## src/rtl/bus_xbar_pkg.sv

```systemverilog
`default_nettype none
// ============================================================================
// Module      : bus_xbar_pkg
// Description : Shared index-width helper and constants for the bus crossbar.
// Revision    : 1.0 - initial release
// ============================================================================
package bus_xbar_pkg;

    localparam int c_MAX_DATA_WIDTH = 1024;

    // Read data returned to a host whose request hit no device region.
    localparam logic [c_MAX_DATA_WIDTH-1:0] c_UNMAPPED_RDATA = '0;

    function automatic int sel_width(input int n);
        return (n > 1) ? $clog2(n) : 1;
    endfunction

endpackage
`default_nettype wire

```

## src/rtl/bus_xbar_prio_arb.sv

```systemverilog
`default_nettype none
// ============================================================================
// Module      : bus_xbar_prio_arb
// Description : Lowest-index-wins priority encoder (one-hot, index, valid).
// Revision    : 1.0 - initial release
// ============================================================================
module bus_xbar_prio_arb
    import bus_xbar_pkg::*;
#(
    parameter int N     = 1,
    parameter int IDX_W = sel_width(N)
) (
    input  logic [N-1:0]     i_req,
    output logic [N-1:0]     o_onehot,
    output logic [IDX_W-1:0] o_idx,
    output logic             o_valid
);

    // Scanning downwards lets the lowest set index overwrite higher ones.
    always_comb begin
        o_onehot = '0;
        o_idx    = '0;
        o_valid  = 1'b0;
        for (int i = N - 1; i >= 0; i--) begin
            if (i_req[i]) begin
                o_onehot    = '0;
                o_onehot[i] = 1'b1;
                o_idx       = IDX_W'(i);
                o_valid     = 1'b1;
            end
        end
    end

endmodule
`default_nettype wire

```

## src/rtl/bus_xbar.sv

```systemverilog
`default_nettype none
// ============================================================================
// Module      : bus_xbar
// Description : Fixed-priority host/device crossbar, combinational request
//               path with one-cycle registered response steering.
// Revision    : 1.0 - initial release
// ============================================================================
module bus_xbar
    import bus_xbar_pkg::*;
#(
    parameter int NrDevices    = 1,
    parameter int NrHosts      = 1,
    parameter int DataWidth    = 32,
    parameter int AddressWidth = 32
) (
    input  logic                    clk_i,
    input  logic                    rst_i,

    input  logic                    host_req_i     [NrHosts],
    output logic                    host_gnt_o     [NrHosts],
    input  logic [AddressWidth-1:0] host_addr_i    [NrHosts],
    input  logic                    host_we_i      [NrHosts],
    input  logic [DataWidth/8-1:0]  host_be_i      [NrHosts],
    input  logic [DataWidth-1:0]    host_wdata_i   [NrHosts],
    output logic                    host_rvalid_o  [NrHosts],
    output logic [DataWidth-1:0]    host_rdata_o   [NrHosts],
    output logic                    host_err_o     [NrHosts],

    output logic                    device_req_o   [NrDevices],
    output logic [AddressWidth-1:0] device_addr_o  [NrDevices],
    output logic                    device_we_o    [NrDevices],
    output logic [DataWidth/8-1:0]  device_be_o    [NrDevices],
    output logic [DataWidth-1:0]    device_wdata_o [NrDevices],
    input  logic                    device_rvalid_i[NrDevices],
    input  logic [DataWidth-1:0]    device_rdata_i [NrDevices],
    input  logic                    device_err_i   [NrDevices],

    input  logic [AddressWidth-1:0] cfg_device_addr_base[NrDevices],
    input  logic [AddressWidth-1:0] cfg_device_addr_mask[NrDevices]
);

    localparam int c_HOST_IDX_W = sel_width(NrHosts);
    localparam int c_DEV_IDX_W  = sel_width(NrDevices);

    logic [NrHosts-1:0]      w_host_req_vec;
    logic [NrHosts-1:0]      w_host_onehot;
    logic [c_HOST_IDX_W-1:0] w_host_idx;
    logic                    w_host_valid;

    logic [NrDevices-1:0]    w_dev_match;
    logic [NrDevices-1:0]    w_dev_onehot;
    logic [c_DEV_IDX_W-1:0]  w_dev_idx;
    logic                    w_dev_valid;

    logic [AddressWidth-1:0] w_addr;
    logic                    w_we;
    logic [DataWidth/8-1:0]  w_be;
    logic [DataWidth-1:0]    w_wdata;

    logic                    r_pending_q,   w_pending_d;
    logic                    r_unmapped_q,  w_unmapped_d;
    logic [c_HOST_IDX_W-1:0] r_resp_host_q, w_resp_host_d;
    logic [c_DEV_IDX_W-1:0]  r_resp_dev_q,  w_resp_dev_d;

    logic                    w_resp_live;
    logic                    w_sel_rvalid;
    logic                    w_sel_err;
    logic [DataWidth-1:0]    w_sel_rdata;

    // ------------------------------------------------------------------
    // Host arbitration
    // ------------------------------------------------------------------
    always_comb begin
        for (int h = 0; h < NrHosts; h++) begin
            w_host_req_vec[h] = host_req_i[h];
        end
    end

    bus_xbar_prio_arb #(
        .N     (NrHosts),
        .IDX_W (c_HOST_IDX_W)
    ) u_host_arb (
        .i_req    (w_host_req_vec),
        .o_onehot (w_host_onehot),
        .o_idx    (w_host_idx),
        .o_valid  (w_host_valid)
    );

    always_comb begin
        for (int h = 0; h < NrHosts; h++) begin
            host_gnt_o[h] = w_host_onehot[h];
        end
    end

    // ------------------------------------------------------------------
    // Winning host broadcast and address decode
    // ------------------------------------------------------------------
    always_comb begin
        w_addr  = host_addr_i[w_host_idx];
        w_we    = host_we_i[w_host_idx];
        w_be    = host_be_i[w_host_idx];
        w_wdata = host_wdata_i[w_host_idx];
    end

    // Matches are qualified by a live request so an idle bus selects nothing.
    always_comb begin
        for (int d = 0; d < NrDevices; d++) begin
            w_dev_match[d] = w_host_valid &&
                ((w_addr & cfg_device_addr_mask[d]) == cfg_device_addr_base[d]);
        end
    end

    bus_xbar_prio_arb #(
        .N     (NrDevices),
        .IDX_W (c_DEV_IDX_W)
    ) u_dev_arb (
        .i_req    (w_dev_match),
        .o_onehot (w_dev_onehot),
        .o_idx    (w_dev_idx),
        .o_valid  (w_dev_valid)
    );

    always_comb begin
        for (int d = 0; d < NrDevices; d++) begin
            device_req_o[d]   = w_dev_onehot[d];
            device_addr_o[d]  = w_addr;
            device_we_o[d]    = w_we;
            device_be_o[d]    = w_be;
            device_wdata_o[d] = w_wdata;
        end
    end

    // ------------------------------------------------------------------
    // Response steering registers
    // ------------------------------------------------------------------
    always_comb begin
        w_pending_d   = w_host_valid;
        w_unmapped_d  = w_host_valid & ~w_dev_valid;
        w_resp_host_d = r_resp_host_q;
        w_resp_dev_d  = r_resp_dev_q;
        if (w_host_valid) begin
            w_resp_host_d = w_host_idx;
            w_resp_dev_d  = w_dev_idx;
        end
    end

    always_ff @(posedge clk_i) begin
        if (rst_i) begin
            r_pending_q   <= 1'b0;
            r_unmapped_q  <= 1'b0;
            r_resp_host_q <= '0;
            r_resp_dev_q  <= '0;
        end else begin
            r_pending_q   <= w_pending_d;
            r_unmapped_q  <= w_unmapped_d;
            r_resp_host_q <= w_resp_host_d;
            r_resp_dev_q  <= w_resp_dev_d;
        end
    end

    // A reset landing while a response is due suppresses that response.
    always_comb begin
        w_resp_live  = r_pending_q & ~rst_i;
        w_sel_rvalid = r_unmapped_q ? 1'b1 : device_rvalid_i[r_resp_dev_q];
        w_sel_err    = r_unmapped_q ? 1'b1 : device_err_i[r_resp_dev_q];
        w_sel_rdata  = r_unmapped_q ? c_UNMAPPED_RDATA[DataWidth-1:0]
                                    : device_rdata_i[r_resp_dev_q];
        for (int h = 0; h < NrHosts; h++) begin
            host_rvalid_o[h] = 1'b0;
            host_err_o[h]    = 1'b0;
            host_rdata_o[h]  = '0;
            if (w_resp_live && (r_resp_host_q == c_HOST_IDX_W'(h))) begin
                host_rvalid_o[h] = w_sel_rvalid;
                host_err_o[h]    = w_sel_err;
                host_rdata_o[h]  = w_sel_rdata;
            end
        end
    end

endmodule
`default_nettype wire

```

## config.mk

```make
export PLATFORM = sky130hd
export DESIGN_NAME = bus_xbar
export DESIGN_NICKNAME = d
export VERILOG_FILES = /design/src/rtl/bus_xbar_pkg.sv /design/src/rtl/bus_xbar_prio_arb.sv /design/src/rtl/bus_xbar.sv
export SDC_FILE = /design/constraint.sdc
export NUM_CORES = 1
export LEC_CHECK = 0
export CORE_AREA = 10 10 98 100
export DETAILED_ROUTE_END_ITERATION = 10
export DIE_AREA = 0 0 108 110
export PLACE_DENSITY = 0.76
export SYNTH_ARGS = -nofsm -noshare
export SYNTH_HDL_FRONTEND = slang
export SYNTH_HIERARCHICAL = 1
export SYNTH_SLANG_ARGS = --single-unit
```

## constraint.sdc

```tcl
create_clock -name clk_i -period 3 [get_ports clk_i]
set_clock_uncertainty 0.15 [all_clocks]
set_input_delay 0.45 -clock clk_i [delete_from_list [all_inputs] [get_ports clk_i]]
set_output_delay 0.45 -clock clk_i [all_outputs]
set_load 0.05 [all_outputs]
```

==> results <==
==> worst min path at each step <==
stage / from / to / slack (ns) / depth (start not counted)
after floorplan: r_resp_host_q$_SDFFE_PP0P_ / r_resp_host_q$_SDFFE_PP0P_ / 0.33 / 2
after global placement: r_resp_host_q$_SDFFE_PP0P_ / r_resp_host_q$_SDFFE_PP0P_ / 0.35 / 2
after detailed placement: r_resp_host_q$_SDFFE_PP0P_ / r_resp_host_q$_SDFFE_PP0P_ / 0.37 / 2
after CTS: r_resp_host_q$_SDFFE_PP0P_ / r_resp_host_q$_SDFFE_PP0P_ / 0.38 / 2
after global routing: r_resp_host_q$_SDFFE_PP0P_ / r_resp_host_q$_SDFFE_PP0P_ / 0.41 / 2
final: r_resp_host_q$_SDFFE_PP0P_ / r_resp_host_q$_SDFFE_PP0P_ / 0.37 / 2
==> sequential cells by signal (all words and copies together), names as in the netlist <==
name           cells
r_resp_host_q      1
r_pending_q        1
r_unmapped_q       1
==> tightest hold or removal path: stages, from the launching register on <==
cell and delay [ns]:
dfxtp_1 0.34, mux2i_1 0.07, nor2_1 0.07
==> cell usage in the layout, fill, tap and decap left out <==
| cell type | count |
|---|---|
| dfxtp_1 | 3 |
| conb_1 | 1 |
| nand4_1 | 1 |
| nand3_1 | 2 |
| nand2_1 | 32 |
| mux2i_1 | 1 |
| nor2_1 | 1 |
| nor3b_2 | 1 |
| xor2_1 | 1 |
| nor2b_1 | 2 |
| and2_1 | 32 |
| buf_12 | 33 |
| buf_4 | 4 |
| clkbuf_1 | 1 |
| clkdlybuf4s50_1 | 165 |
| nor3_1 | 1 |
| and2b_1 | 1 |
| clkbuf_8 | 3 |
| xnor2_1 | 31 |
| o21a_1 | 2 |
| nor3_2 | 1 |
| nor4_1 | 7 |
==> routing by layer <==
layer | vias to the layer above | GRT usage [%] | share of wire [%]
met5 | - | 0 | 0.16
met3 | 16 | 9.75 | 20
met4 | 2 | 3.15 | 1.6
li1 | 797 | - | -
met1 | 690 | 9.73 | 29
met2 | 162 | 21.3 | 50
==> where the power goes <==
part | switching, mW | internal (mW) | leakage (nW)
Sequential | 0.00111 | 0.0425 | 0.0249
Combinational | 0.206 | 0.264 | 1.22
Clock | 0.0253 | 0.0905 | 0.0228
Total | 0.232 | 0.397 | 1.26
==> through the flow <==
stage,cell area (um^2),hold WS [ns]
6_report,3320,0.372
5_1_grt,3320,0.412
4_1_cts,3320,0.384
3_5_place_dp,3270,0.372
3_3_place_gp,3270,0.347
2_1_floorplan,1370,0.331
==> final cells by class <==
type / instances / area (um^2)
clock buffer: 4 / 45.0
fill: 745 / 4330
multi-input combinational: 117 / 741
sequential: 3 / 60.1
tap: 102 / 128
timing repair buffer: 202 / 2340
==> flow_summary_export.csv <==
group,metric,value,unit
global_route,antenna_found_initial,1,
floorplan,initial_core_util,17.9,%
global_route,grt_pass1_wl,11000,um
sta,fin_tns_setup,0,ns
sta,finalSetupViolCount,0,
power,total_power,630,uW
critical_path,max_stage_delay,0.48,ns
power,vdd_drop_max,0.0000961,V
sta,max_freq,358,MHz
cells_and_area,fin_cells,428,
cells_and_area,drive_above_1_share,12.9,%
clock_network,cts-htree-levels,1,
route,drtAntennaViolNets,0,
route,wl_per_cell,18.4,um
clock_network,insertion_delay,0.21,ns
floorplan,die_w,108,um
cells_and_area,nNetsFinal,497,
route,drc,0,
floorplan,rows,32,
sta,fin_crit_sh,93.2,%
place,io_buffers,200,
critical_path,cp-end-kind,"primary output",
cells_and_area,utilization,43.4,%
critical_path,ff2ff_setup_slack,2.26,ns
critical_path,rr_worst_depth,2,
sta,period_needed,2.80,ns
global_route,overflow,0,
critical_path,crit_chain,"clkdlybuf4s50_1 > nand2_1 > xnor2_1 > nor4_1 > nand4_1 > nor3_2 > buf_12",
route,drt_wl_total,7890,um
clock_network,tritoncts.num_buffers,3,
critical_path,worstReg2RegEnd,"r_resp_host_q$_SDFFE_PP0P_",
synth,yosys_warnings,6,
critical_path,timing.rr.start,"r_resp_host_q$_SDFFE_PP0P_",
place,placed_cells,424,
sta,drv_slew,0,
synth,synthCells,197,
floorplan,dieArea,0.0119,mm^2
clock_network,post_cts_resized,0,
critical_path,worstPathMaxFanout,2,
sta,fin_ws,0.204,ns
run_status,status,"complete, no violations",
job,cap_viol_max_count,0,
clock_network,clock_sinks,3,
critical_path,crit_path_end,"device_req_o",
floorplan,fp.dieH,110,um
power,powerDensity,190,mW/mm^2
cells_and_area,antennaDiodeCount,0,
clock_network,cts_buffer_depth,2,
place,place_hpwl,7540,um
synth,syn-num-nets,367,
critical_path,cp.depth,7,
global_route,grt_max_degree,33,
sta,tightest_slew,0.543,ns
place,place_ws,0.181,ns
clock_network,tritoncts,"yes",
cells_and_area,syn_to_final_growth,142,%
hold_path,hp-class,"register to register",
critical_path,cp_slowest_cell,"clkdlybuf4s50_1",
floorplan,core_area,0.00765,mm^2
critical_path,start_kind,"primary input",
power,power.leakage,1.26,nW
critical_path,worstSetupPathType,"primary input to primary output",
global_route,first_global_vias,1919,
place,globalplace.congestion,0.744,
sta,hold_viol_final,0,
floorplan,ios,275,
clock_network,clk_pin_slew,0.03,ns
critical_path,cp.required,2.40,ns
route,via_count,1667,
critical_path,cp.arrival,2.20,ns
clock_network,cts_root_buf,"clkbuf_8",
clock_network,hold_buffers,0,
synth,syn_area,0.00137,mm^2
critical_path,cp.buffers_inverters,2,
sta,slew_headroom,63.7,%
critical_path,crit_start,"host_addr_i[20]",
critical_path,critical_path.top_delay_family,"simple AND/OR/NAND/NOR gates",
route,via_per_inst,3.89,
global_route,grtUsageTotal,11.8,%
sta,grt_setup_unrepaired,"false",
route,dr.pass1.iters,3,
route,drt_iter0_drc,17,
clock_network,post_cts_buffers,0,
synth,avgSynthCellArea,6.96,um^2
(Power assumes the default switching activity.)
